--- src/rtl/ifu_pkg.sv ---
// ifu_pkg: shared constants and types for the instruction-fetch unit.
// Holds the default sizing of the miss-request controller and the tag and
// line types exchanged between the cache and the instruction memory.
package ifu_pkg;

    localparam int IFU_MAX_OUTSTANDING = 4;
    localparam int IFU_TAG_WIDTH       = 6;
    localparam int IFU_LINE_WIDTH      = 32;
    localparam int IFU_OFFSET_WIDTH    = 5;
    localparam int IFU_ADDR_WIDTH      = 32;

    typedef logic [IFU_TAG_WIDTH-1:0]  t_ifu_tag;
    typedef logic [IFU_LINE_WIDTH-1:0] t_ifu_line;

endpackage

--- src/rtl/ifu_mem_req_ctrl_if.sv ---
// ifu_mem_req_ctrl_if: bundle of the cache-side and memory-side signals of the
// miss-request controller.
//   master modport - the controller (drives ready, memory request, fill, error)
//   slave  modport - the environment (drives miss requests, memory ready/response)
interface ifu_mem_req_ctrl_if
    import ifu_pkg::*;
#(
    parameter int TAG_WIDTH  = IFU_TAG_WIDTH,
    parameter int LINE_WIDTH = IFU_LINE_WIDTH,
    parameter int ADDR_WIDTH = IFU_ADDR_WIDTH
) ();

    logic [TAG_WIDTH-1:0]  cache_reqTagIn;
    logic                  cache_reqTagValidIn;
    logic                  cache_reqReadyOut;
    logic [ADDR_WIDTH-1:0] mem_reqAddrOut;
    logic                  mem_reqValidOut;
    logic                  mem_reqReadyIn;
    logic [LINE_WIDTH-1:0] mem_rspInsLineIn;
    logic                  mem_rspValidIn;
    logic [TAG_WIDTH-1:0]  cache_rspTagOut;
    logic [LINE_WIDTH-1:0] cache_rspInsLineOut;
    logic                  cache_rspInsLineValidOut;
    logic                  err_unexpRspOut;

    modport master (
        input  cache_reqTagIn, cache_reqTagValidIn,
        output cache_reqReadyOut,
        output mem_reqAddrOut, mem_reqValidOut,
        input  mem_reqReadyIn, mem_rspInsLineIn, mem_rspValidIn,
        output cache_rspTagOut, cache_rspInsLineOut, cache_rspInsLineValidOut,
        output err_unexpRspOut
    );

    modport slave (
        output cache_reqTagIn, cache_reqTagValidIn,
        input  cache_reqReadyOut,
        input  mem_reqAddrOut, mem_reqValidOut,
        output mem_reqReadyIn, mem_rspInsLineIn, mem_rspValidIn,
        input  cache_rspTagOut, cache_rspInsLineOut, cache_rspInsLineValidOut,
        input  err_unexpRspOut
    );

endinterface

--- src/rtl/ifu_pend_tag_q.sv ---
// ifu_pend_tag_q: circular queue of pending line-fill tags.
// Ports:
//   clk, rst           - clock, synchronous active-high reset
//   alloc_en/alloc_tag - append a tag at wr_ptr
//   issue_en           - oldest waiting entry has been sent to memory
//   retire_en          - oldest issued entry has been returned
//   cmp_tag/hit        - parallel compare of cmp_tag against all allocated entries
//   iss_tag, rd_tag    - tag at the issue pointer and at the retire pointer
//   count, iss_count   - allocated entries, and how many of them are issued
// Occupancy is tracked by counters rather than pointer equality so that a
// full queue (all pointers equal) is never mistaken for an empty one.
module ifu_pend_tag_q #(
    parameter int DEPTH     = 4,
    parameter int TAG_WIDTH = 6,
    localparam int PTR_W    = $clog2(DEPTH),
    localparam int CNT_W    = PTR_W + 1
) (
    input  logic                 clk,
    input  logic                 rst,
    input  logic                 alloc_en,
    input  logic [TAG_WIDTH-1:0] alloc_tag,
    input  logic                 issue_en,
    input  logic                 retire_en,
    input  logic [TAG_WIDTH-1:0] cmp_tag,
    output logic                 hit,
    output logic [TAG_WIDTH-1:0] iss_tag,
    output logic [TAG_WIDTH-1:0] rd_tag,
    output logic [CNT_W-1:0]     count,
    output logic [CNT_W-1:0]     iss_count
);

    logic [TAG_WIDTH-1:0] tag_mem_r [DEPTH];
    logic [PTR_W-1:0]     wr_ptr_r;
    logic [PTR_W-1:0]     iss_ptr_r;
    logic [PTR_W-1:0]     rd_ptr_r;
    logic [CNT_W-1:0]     count_r;
    logic [CNT_W-1:0]     iss_cnt_r;
    logic                 hit_s;

    // Compare the incoming tag against every slot that lies inside [rd, rd+count).
    always_comb begin
        logic [PTR_W-1:0] dist_v;
        hit_s  = 1'b0;
        dist_v = '0;
        for (int i = 0; i < DEPTH; i++) begin
            dist_v = PTR_W'(i) - rd_ptr_r;
            if (({1'b0, dist_v} < count_r) && (tag_mem_r[i] == cmp_tag)) begin
                hit_s = 1'b1;
            end else begin
                hit_s = hit_s;
            end
        end
    end

    // Tag storage, pointer advance and occupancy counters.
    always_ff @(posedge clk) begin
        if (rst) begin
            for (int i = 0; i < DEPTH; i++) begin
                tag_mem_r[i] <= '0;
            end
            wr_ptr_r  <= '0;
            iss_ptr_r <= '0;
            rd_ptr_r  <= '0;
            count_r   <= '0;
            iss_cnt_r <= '0;
        end else begin
            if (alloc_en) begin
                tag_mem_r[wr_ptr_r] <= alloc_tag;
                wr_ptr_r            <= wr_ptr_r + PTR_W'(1);
            end
            if (issue_en) begin
                iss_ptr_r <= iss_ptr_r + PTR_W'(1);
            end
            if (retire_en) begin
                rd_ptr_r <= rd_ptr_r + PTR_W'(1);
            end
            case ({alloc_en, retire_en})
                2'b10:   count_r <= count_r + CNT_W'(1);
                2'b01:   count_r <= count_r - CNT_W'(1);
                default: count_r <= count_r;
            endcase
            case ({issue_en, retire_en})
                2'b10:   iss_cnt_r <= iss_cnt_r + CNT_W'(1);
                2'b01:   iss_cnt_r <= iss_cnt_r - CNT_W'(1);
                default: iss_cnt_r <= iss_cnt_r;
            endcase
        end
    end

    assign hit       = hit_s;
    assign iss_tag   = tag_mem_r[iss_ptr_r];
    assign rd_tag    = tag_mem_r[rd_ptr_r];
    assign count     = count_r;
    assign iss_count = iss_cnt_r;

endmodule

--- src/rtl/ifu_mem_req_ctrl.sv ---
// ifu_mem_req_ctrl: miss-request controller between ifu_cache and instruction memory.
// Ports:
//   Clock - single rising-edge clock
//   Rst   - synchronous active-high reset; flushes every pending entry
//   bus   - ifu_mem_req_ctrl_if.master: cache miss request/ready, memory
//           read request (valid/ready), memory response, cache fill, sticky
//           unexpected-response error
// Tags are accepted in order with duplicate suppression, issued one per cycle
// as line-aligned reads, and retired in order as registered one-cycle fills.
module ifu_mem_req_ctrl
    import ifu_pkg::*;
#(
    parameter int MAX_OUTSTANDING = IFU_MAX_OUTSTANDING,
    parameter int TAG_WIDTH       = IFU_TAG_WIDTH,
    parameter int LINE_WIDTH      = IFU_LINE_WIDTH,
    parameter int ADDR_WIDTH      = IFU_ADDR_WIDTH,
    parameter int OFFSET_WIDTH    = IFU_OFFSET_WIDTH
) (
    input  logic                Clock,
    input  logic                Rst,
    ifu_mem_req_ctrl_if.master  bus
);

    localparam int PTR_W = $clog2(MAX_OUTSTANDING);
    localparam int CNT_W = PTR_W + 1;

    logic [CNT_W-1:0]      count_s;
    logic [CNT_W-1:0]      iss_cnt_s;
    logic                  hit_s;
    logic [TAG_WIDTH-1:0]  iss_tag_s;
    logic [TAG_WIDTH-1:0]  rd_tag_s;
    logic                  ready_s;
    logic                  alloc_s;
    logic                  mem_valid_s;
    logic                  issue_s;
    logic                  retire_s;
    logic                  unexp_s;
    logic [ADDR_WIDTH-1:0] addr_s;

    logic [TAG_WIDTH-1:0]  rsp_tag_r;
    logic [LINE_WIDTH-1:0] rsp_line_r;
    logic                  rsp_valid_r;
    logic                  err_r;

    ifu_pend_tag_q #(
        .DEPTH     (MAX_OUTSTANDING),
        .TAG_WIDTH (TAG_WIDTH)
    ) u_pend_q (
        .clk       (Clock),
        .rst       (Rst),
        .alloc_en  (alloc_s),
        .alloc_tag (bus.cache_reqTagIn),
        .issue_en  (issue_s),
        .retire_en (retire_s),
        .cmp_tag   (bus.cache_reqTagIn),
        .hit       (hit_s),
        .iss_tag   (iss_tag_s),
        .rd_tag    (rd_tag_s),
        .count     (count_s),
        .iss_count (iss_cnt_s)
    );

    // Ready comes from registered occupancy only, so a retire in the same
    // cycle never opens a slot. A hit acknowledges without allocating.
    assign ready_s     = (count_s != CNT_W'(MAX_OUTSTANDING));
    assign alloc_s     = bus.cache_reqTagValidIn & ready_s & ~hit_s;

    // Something is waiting whenever not every allocated entry has been issued.
    assign mem_valid_s = (count_s != iss_cnt_s);
    assign issue_s     = mem_valid_s & bus.mem_reqReadyIn;

    // Only entries issued before this edge may retire; a response in the same
    // cycle as its own issue handshake is therefore unexpected.
    assign retire_s    = bus.mem_rspValidIn & (iss_cnt_s != CNT_W'(0));
    assign unexp_s     = bus.mem_rspValidIn & (iss_cnt_s == CNT_W'(0));

    // Line-aligned read address; forced to zero while nothing is waiting.
    always_comb begin
        addr_s = '0;
        if (mem_valid_s) begin
            addr_s = ADDR_WIDTH'({iss_tag_s, {OFFSET_WIDTH{1'b0}}});
        end else begin
            addr_s = '0;
        end
    end

    // Fill output registers and sticky unexpected-response flag.
    always_ff @(posedge Clock) begin
        if (Rst) begin
            rsp_tag_r   <= '0;
            rsp_line_r  <= '0;
            rsp_valid_r <= 1'b0;
            err_r       <= 1'b0;
        end else begin
            rsp_valid_r <= retire_s;
            if (retire_s) begin
                rsp_tag_r  <= rd_tag_s;
                rsp_line_r <= bus.mem_rspInsLineIn;
            end
            if (unexp_s) begin
                err_r <= 1'b1;
            end
        end
    end

    assign bus.cache_reqReadyOut        = ready_s;
    assign bus.mem_reqValidOut          = mem_valid_s;
    assign bus.mem_reqAddrOut           = addr_s;
    assign bus.cache_rspTagOut          = rsp_tag_r;
    assign bus.cache_rspInsLineOut      = rsp_line_r;
    assign bus.cache_rspInsLineValidOut = rsp_valid_r;
    assign bus.err_unexpRspOut          = err_r;

endmodule

--- src/flat_wrapper.sv ---
// flat-port wrapper written by rule: the top's interface ports become plain ports
module ifu_mem_req_ctrl_flat import ifu_pkg::*;
#(
    parameter int MAX_OUTSTANDING = IFU_MAX_OUTSTANDING,
    parameter int TAG_WIDTH       = IFU_TAG_WIDTH,
    parameter int LINE_WIDTH      = IFU_LINE_WIDTH,
    parameter int ADDR_WIDTH      = IFU_ADDR_WIDTH,
    parameter int OFFSET_WIDTH    = IFU_OFFSET_WIDTH
)
  (Clock, Rst, bus_cache_reqTagIn, bus_cache_reqTagValidIn, bus_cache_reqReadyOut, bus_mem_reqAddrOut, bus_mem_reqValidOut, bus_mem_reqReadyIn, bus_mem_rspInsLineIn, bus_mem_rspValidIn, bus_cache_rspTagOut, bus_cache_rspInsLineOut, bus_cache_rspInsLineValidOut, bus_err_unexpRspOut);
  ifu_mem_req_ctrl_if #(.TAG_WIDTH(TAG_WIDTH), .LINE_WIDTH(LINE_WIDTH), .ADDR_WIDTH(ADDR_WIDTH)) bus_i ();
  input  logic Clock;
  input  logic Rst;
  input wire logic [$bits(bus_i.cache_reqTagIn)-1:0] bus_cache_reqTagIn;
  input wire logic [$bits(bus_i.cache_reqTagValidIn)-1:0] bus_cache_reqTagValidIn;
  output wire logic [$bits(bus_i.cache_reqReadyOut)-1:0] bus_cache_reqReadyOut;
  output wire logic [$bits(bus_i.mem_reqAddrOut)-1:0] bus_mem_reqAddrOut;
  output wire logic [$bits(bus_i.mem_reqValidOut)-1:0] bus_mem_reqValidOut;
  input wire logic [$bits(bus_i.mem_reqReadyIn)-1:0] bus_mem_reqReadyIn;
  input wire logic [$bits(bus_i.mem_rspInsLineIn)-1:0] bus_mem_rspInsLineIn;
  input wire logic [$bits(bus_i.mem_rspValidIn)-1:0] bus_mem_rspValidIn;
  output wire logic [$bits(bus_i.cache_rspTagOut)-1:0] bus_cache_rspTagOut;
  output wire logic [$bits(bus_i.cache_rspInsLineOut)-1:0] bus_cache_rspInsLineOut;
  output wire logic [$bits(bus_i.cache_rspInsLineValidOut)-1:0] bus_cache_rspInsLineValidOut;
  output wire logic [$bits(bus_i.err_unexpRspOut)-1:0] bus_err_unexpRspOut;
  assign bus_i.cache_reqTagIn = bus_cache_reqTagIn;
  assign bus_i.cache_reqTagValidIn = bus_cache_reqTagValidIn;
  assign bus_cache_reqReadyOut = bus_i.cache_reqReadyOut;
  assign bus_mem_reqAddrOut = bus_i.mem_reqAddrOut;
  assign bus_mem_reqValidOut = bus_i.mem_reqValidOut;
  assign bus_i.mem_reqReadyIn = bus_mem_reqReadyIn;
  assign bus_i.mem_rspInsLineIn = bus_mem_rspInsLineIn;
  assign bus_i.mem_rspValidIn = bus_mem_rspValidIn;
  assign bus_cache_rspTagOut = bus_i.cache_rspTagOut;
  assign bus_cache_rspInsLineOut = bus_i.cache_rspInsLineOut;
  assign bus_cache_rspInsLineValidOut = bus_i.cache_rspInsLineValidOut;
  assign bus_err_unexpRspOut = bus_i.err_unexpRspOut;
  ifu_mem_req_ctrl #(.MAX_OUTSTANDING(MAX_OUTSTANDING), .TAG_WIDTH(TAG_WIDTH), .LINE_WIDTH(LINE_WIDTH), .ADDR_WIDTH(ADDR_WIDTH), .OFFSET_WIDTH(OFFSET_WIDTH)) u_core (.Clock(Clock), .Rst(Rst), .bus(bus_i));
endmodule
--- config.mk ---
export PLATFORM = sky130hd
export DESIGN_NAME = ifu_mem_req_ctrl_flat
export DESIGN_NICKNAME = d
export VERILOG_FILES = /design/src/rtl/ifu_pkg.sv /design/src/rtl/ifu_mem_req_ctrl_if.sv /design/src/rtl/ifu_pend_tag_q.sv /design/src/rtl/ifu_mem_req_ctrl.sv /design/src/flat_wrapper.sv
export SDC_FILE = /design/constraint.sdc
export NUM_CORES = 1
export LEC_CHECK = 0
export ABC_AREA = 0
export CAP_MARGIN = 30
export CORE_UTILIZATION = 55
export CTS_CLUSTER_SIZE = 24
export DETAILED_ROUTE_END_ITERATION = 10
export DONT_BUFFER_PORTS = 1
export PLACE_DENSITY = 0.74
export SLEW_MARGIN = 25
export SYNTH_ARGS = -nofsm -noshare
export SYNTH_HDL_FRONTEND = slang
export SYNTH_HIERARCHICAL = 1
export SYNTH_SLANG_ARGS = --single-unit
--- constraint.sdc ---
create_clock -name Clock -period 3 [get_ports Clock]
set_input_delay 0.15 -clock Clock [delete_from_list [all_inputs] [get_ports Clock]]
set_output_delay 0.15 -clock Clock [all_outputs]
set_load 0.01 [all_outputs]
==> impl_metrics.yaml <==
critical_path:
  arrival_ns: 3.20
  cp.required_ns: 3.27
  critPathLaunchType: "flip-flop"
  cp_max_fo: 3
  end_kind: "flip-flop"
  path_class: "reg2reg"
clock_network:
  cts_root_buffer: "clkbuf_8"
  clk_pin_slew_worst_paths_ns: 0.09
  cts_num_sinks: 80
  cts_buffer_depth: 2
  htreeDepth: 3
  cts_made_buffers: 9
  cts_tree: "done"
  insertion_delay_ns: 0.35
synthesis:
  synth_top_cell_area_share: 0.254
  ys_async_sr_fraction: 0
  ys.warnings.count: 6
  yosysTopAreaCell: "dfxtp_1"
  netlist_area_um2: 4410
  avgSynthCellArea_um2: 11.0
  ys_seq_elements: 80
  synth.most_common_cell: "nand2b_1"
  synth.distinct_cells: 43
  synthTopCellsByCount: "nand2b_1, dfxtp_1, mux2i_1"
  yosys_most_used_dff: "dfxtp_1"
  synth-edff-count: 24
  yosysSeqAreaShare: 0.418
  netlist_top_cells_area: "dfxtp_1, edfxtp_1, mux2i_1, nand2b_1, mux4_2"
  syn_inst: 402
floorplan:
  num_rows: 32
  start_util: 0.570
  core_area_um2: 7730
  die_x_um: 91.5
  io-pin-count: 117
  die_h_um: 91.5
  die-area_um2: 8380
placement:
  dp_hpwl_um: 5960
  placed_area_um2: 4340
  port_buffers: 0
  gp_congestion: 0.871
  dp_slack_ns: -0.0259
finish:
  design_area_um2: 5080
  layout-drive-gt1-share: 0.165
  fin_nets: 495
  area_delta_synth_final_pct: 15.2
  antennaDiodeCount: 0
  final_util: 0.657
detailed_routing:
  drt_iter0_drc: 143
  final_antenna_net_count: 0
  vias: 2869
  wl_per_cell_um: 16.9
  drc: 0
  drt_wl_total_um: 9300
  firstDrtPassIters: 4
  vias_per_cell: 5.21
timing:
  fin_crit_ns: 2.93
  slew_violations: 0
  skew_ns: 0.0118
  rsz0062_at_grt: "true"
  max_freq_mhz: 342
  setup_ws_ns: 0.0732
  min_period_over_period: 0.976
  slew_headroom: 0.507
  finalHoldViolations: 0
  finalSetupViolCount: 0
  tightest_slew_ns: 0.734
global_routing:
  grt_first_pass_wirelength_um: 14700
  grt_max_degree: 86
  gr-total-overflow: 0
  grt_pass1_vias: 2931
  grt_antenna_before_repair: 0
  grt_usage: 0.230
power_and_ir_drop:
  power_w: 0.00380
  vdd_drop_max_v: 0.000469
  powerDensity_nw_per_um2: 749
  total_leakage_power_nw: 1.87
run_status:
  status: "finished, final reports clean"
run:
  maxCapViolCount: 0
min_path:
  min_path_type: "in2reg"
## flip-flops by register name (all words and copies together), names as in the netlist, named ones only
register / cells
u_core/bus.err_unexpRspOut: 1
u_core/u_pend_q/tag_mem_r: 24
u_core/bus.cache_rspTagOut: 6
u_core/u_pend_q/rd_ptr_r: 2
u_core/u_pend_q/count: 3
u_core/u_pend_q/iss_ptr_r: 2
u_core/u_pend_q/iss_count: 3
u_core/u_pend_q/wr_ptr_r: 2
u_core/bus.cache_rspInsLineValidOut: 1
u_core/bus.cache_rspInsLineOut: 32
## through the flow
stage | std cells | hold WS [ns] | TNS [ns]
after CTS | 549 | 0.00157 | 0
after global routing | 551 | 0.000272 | -0.838
after global placement | 492 | 0.229 | 0
after detailed placement | 492 | 0.231 | -0.0259
final | 551 | 0.0157 | 0
after floorplan | 427 | 0.296 | 0
## repair_timing
item | in CTS | in global routing
hold buffers | 41 | 1
pin swaps | 0 | 5
hold endpoints to repair | 74 | 1
setup endpoints to repair | 1 | 14
resized for setup | 2 | 14
setup buffers | 0 | 1
## worst paths after layout
path                                endpoint  cells after the start  slack, ns                   startpoint
max                 u_core/u_pend_q/count[2]                     14       0.07  u_core/u_pend_q/rd_ptr_r[1]
min          u_core/u_pend_q/tag_mem_r[0][0]                      1       0.02        bus_cache_reqTagIn[0]
max reg2reg         u_core/u_pend_q/count[2]                     14       0.07  u_core/u_pend_q/rd_ptr_r[1]
min reg2reg         u_core/u_pend_q/count[2]                      2       0.52     u_core/u_pend_q/count[2]
## report_power, final
| part | total (W) | leakage, nW | switching (W) | internal [W] |
|---|---|---|---|---|
| logic | 0.00128 | 1.05 | 0.000667 | 0.000612 |
| registers | 0.00163 | 0.708 | 0.000280 | 0.00135 |
| clock network | 0.000900 | 0.113 | 0.000405 | 0.000495 |
| total | 0.00380 | 1.87 | 0.00135 | 0.00245 |
## cells by family after synthesis
logic type | Yosys count | share of synthesized area
AND/OR/NAND/NOR | 136 | 0.194
flip-flops | 80 | 0.418
buffers and inverters | 62 | 0.0931
multiplexers | 50 | 0.148
XOR/XNOR | 38 | 0.0755
AO/OA/AOI/OAI | 27 | 0.0454
adder cells (fa/ha/maj) | 8 | 0.0261
other | 1 | 0.000851
## layout by cell type (no fill, tap or decap), types with 10 or more instances in the layout
master / synthesis / routed
nand2b_1: 60 / 60
dfxtp_1: 56 / 52
dlygate4sd3_1: 0 / 41
mux2i_1: 38 / 38
conb_1: 1 / 26
and2_1: 24 / 24
xor2_1: 24 / 24
edfxtp_1: 24 / 24
inv_1: 18 / 16
nand2b_2: 15 / 15
nor2_1: 15 / 15
xnor2_1: 14 / 13
mux4_2: 12 / 12
clkbuf_8: 0 / 10
## layout make-up
class                           instances  area, um^2
Clock buffer                           10         138
Clock inverter                          6        91.3
Fill cell                             628        2650
Inverter                               19        71.3
Multi-Input combinational cell        285        2310
Sequential cell                        80        1850
Tap cell                              102         128
Timing Repair Buffer                   49         490
## worst max-delay path: stages (launching register included)
cell and delay, ns:
dfxtp_2 0.35, xnor2_2 0.14, ha_1 0.19, a2111o_1 0.37
a211oi_2 0.19, a21oi_2 0.07, o211ai_2 0.07, and3b_1 0.20
inv_1 0.08, ha_2 0.18, inv_1 0.05, fa_1 0.37
xor2_1 0.16, or3_1 0.30, a21oi_1 0.13
## routing by layer
metal  vias to the layer above  wire [um]  global-route usage
met2                        94       4660               0.390
met1                      1375       3830               0.279
li1                       1385          -                   -
met4                         0        153              0.0886
met5                         -          0                   0
met3                        15        656              0.0595
Power figures use the tool's default switching activity.
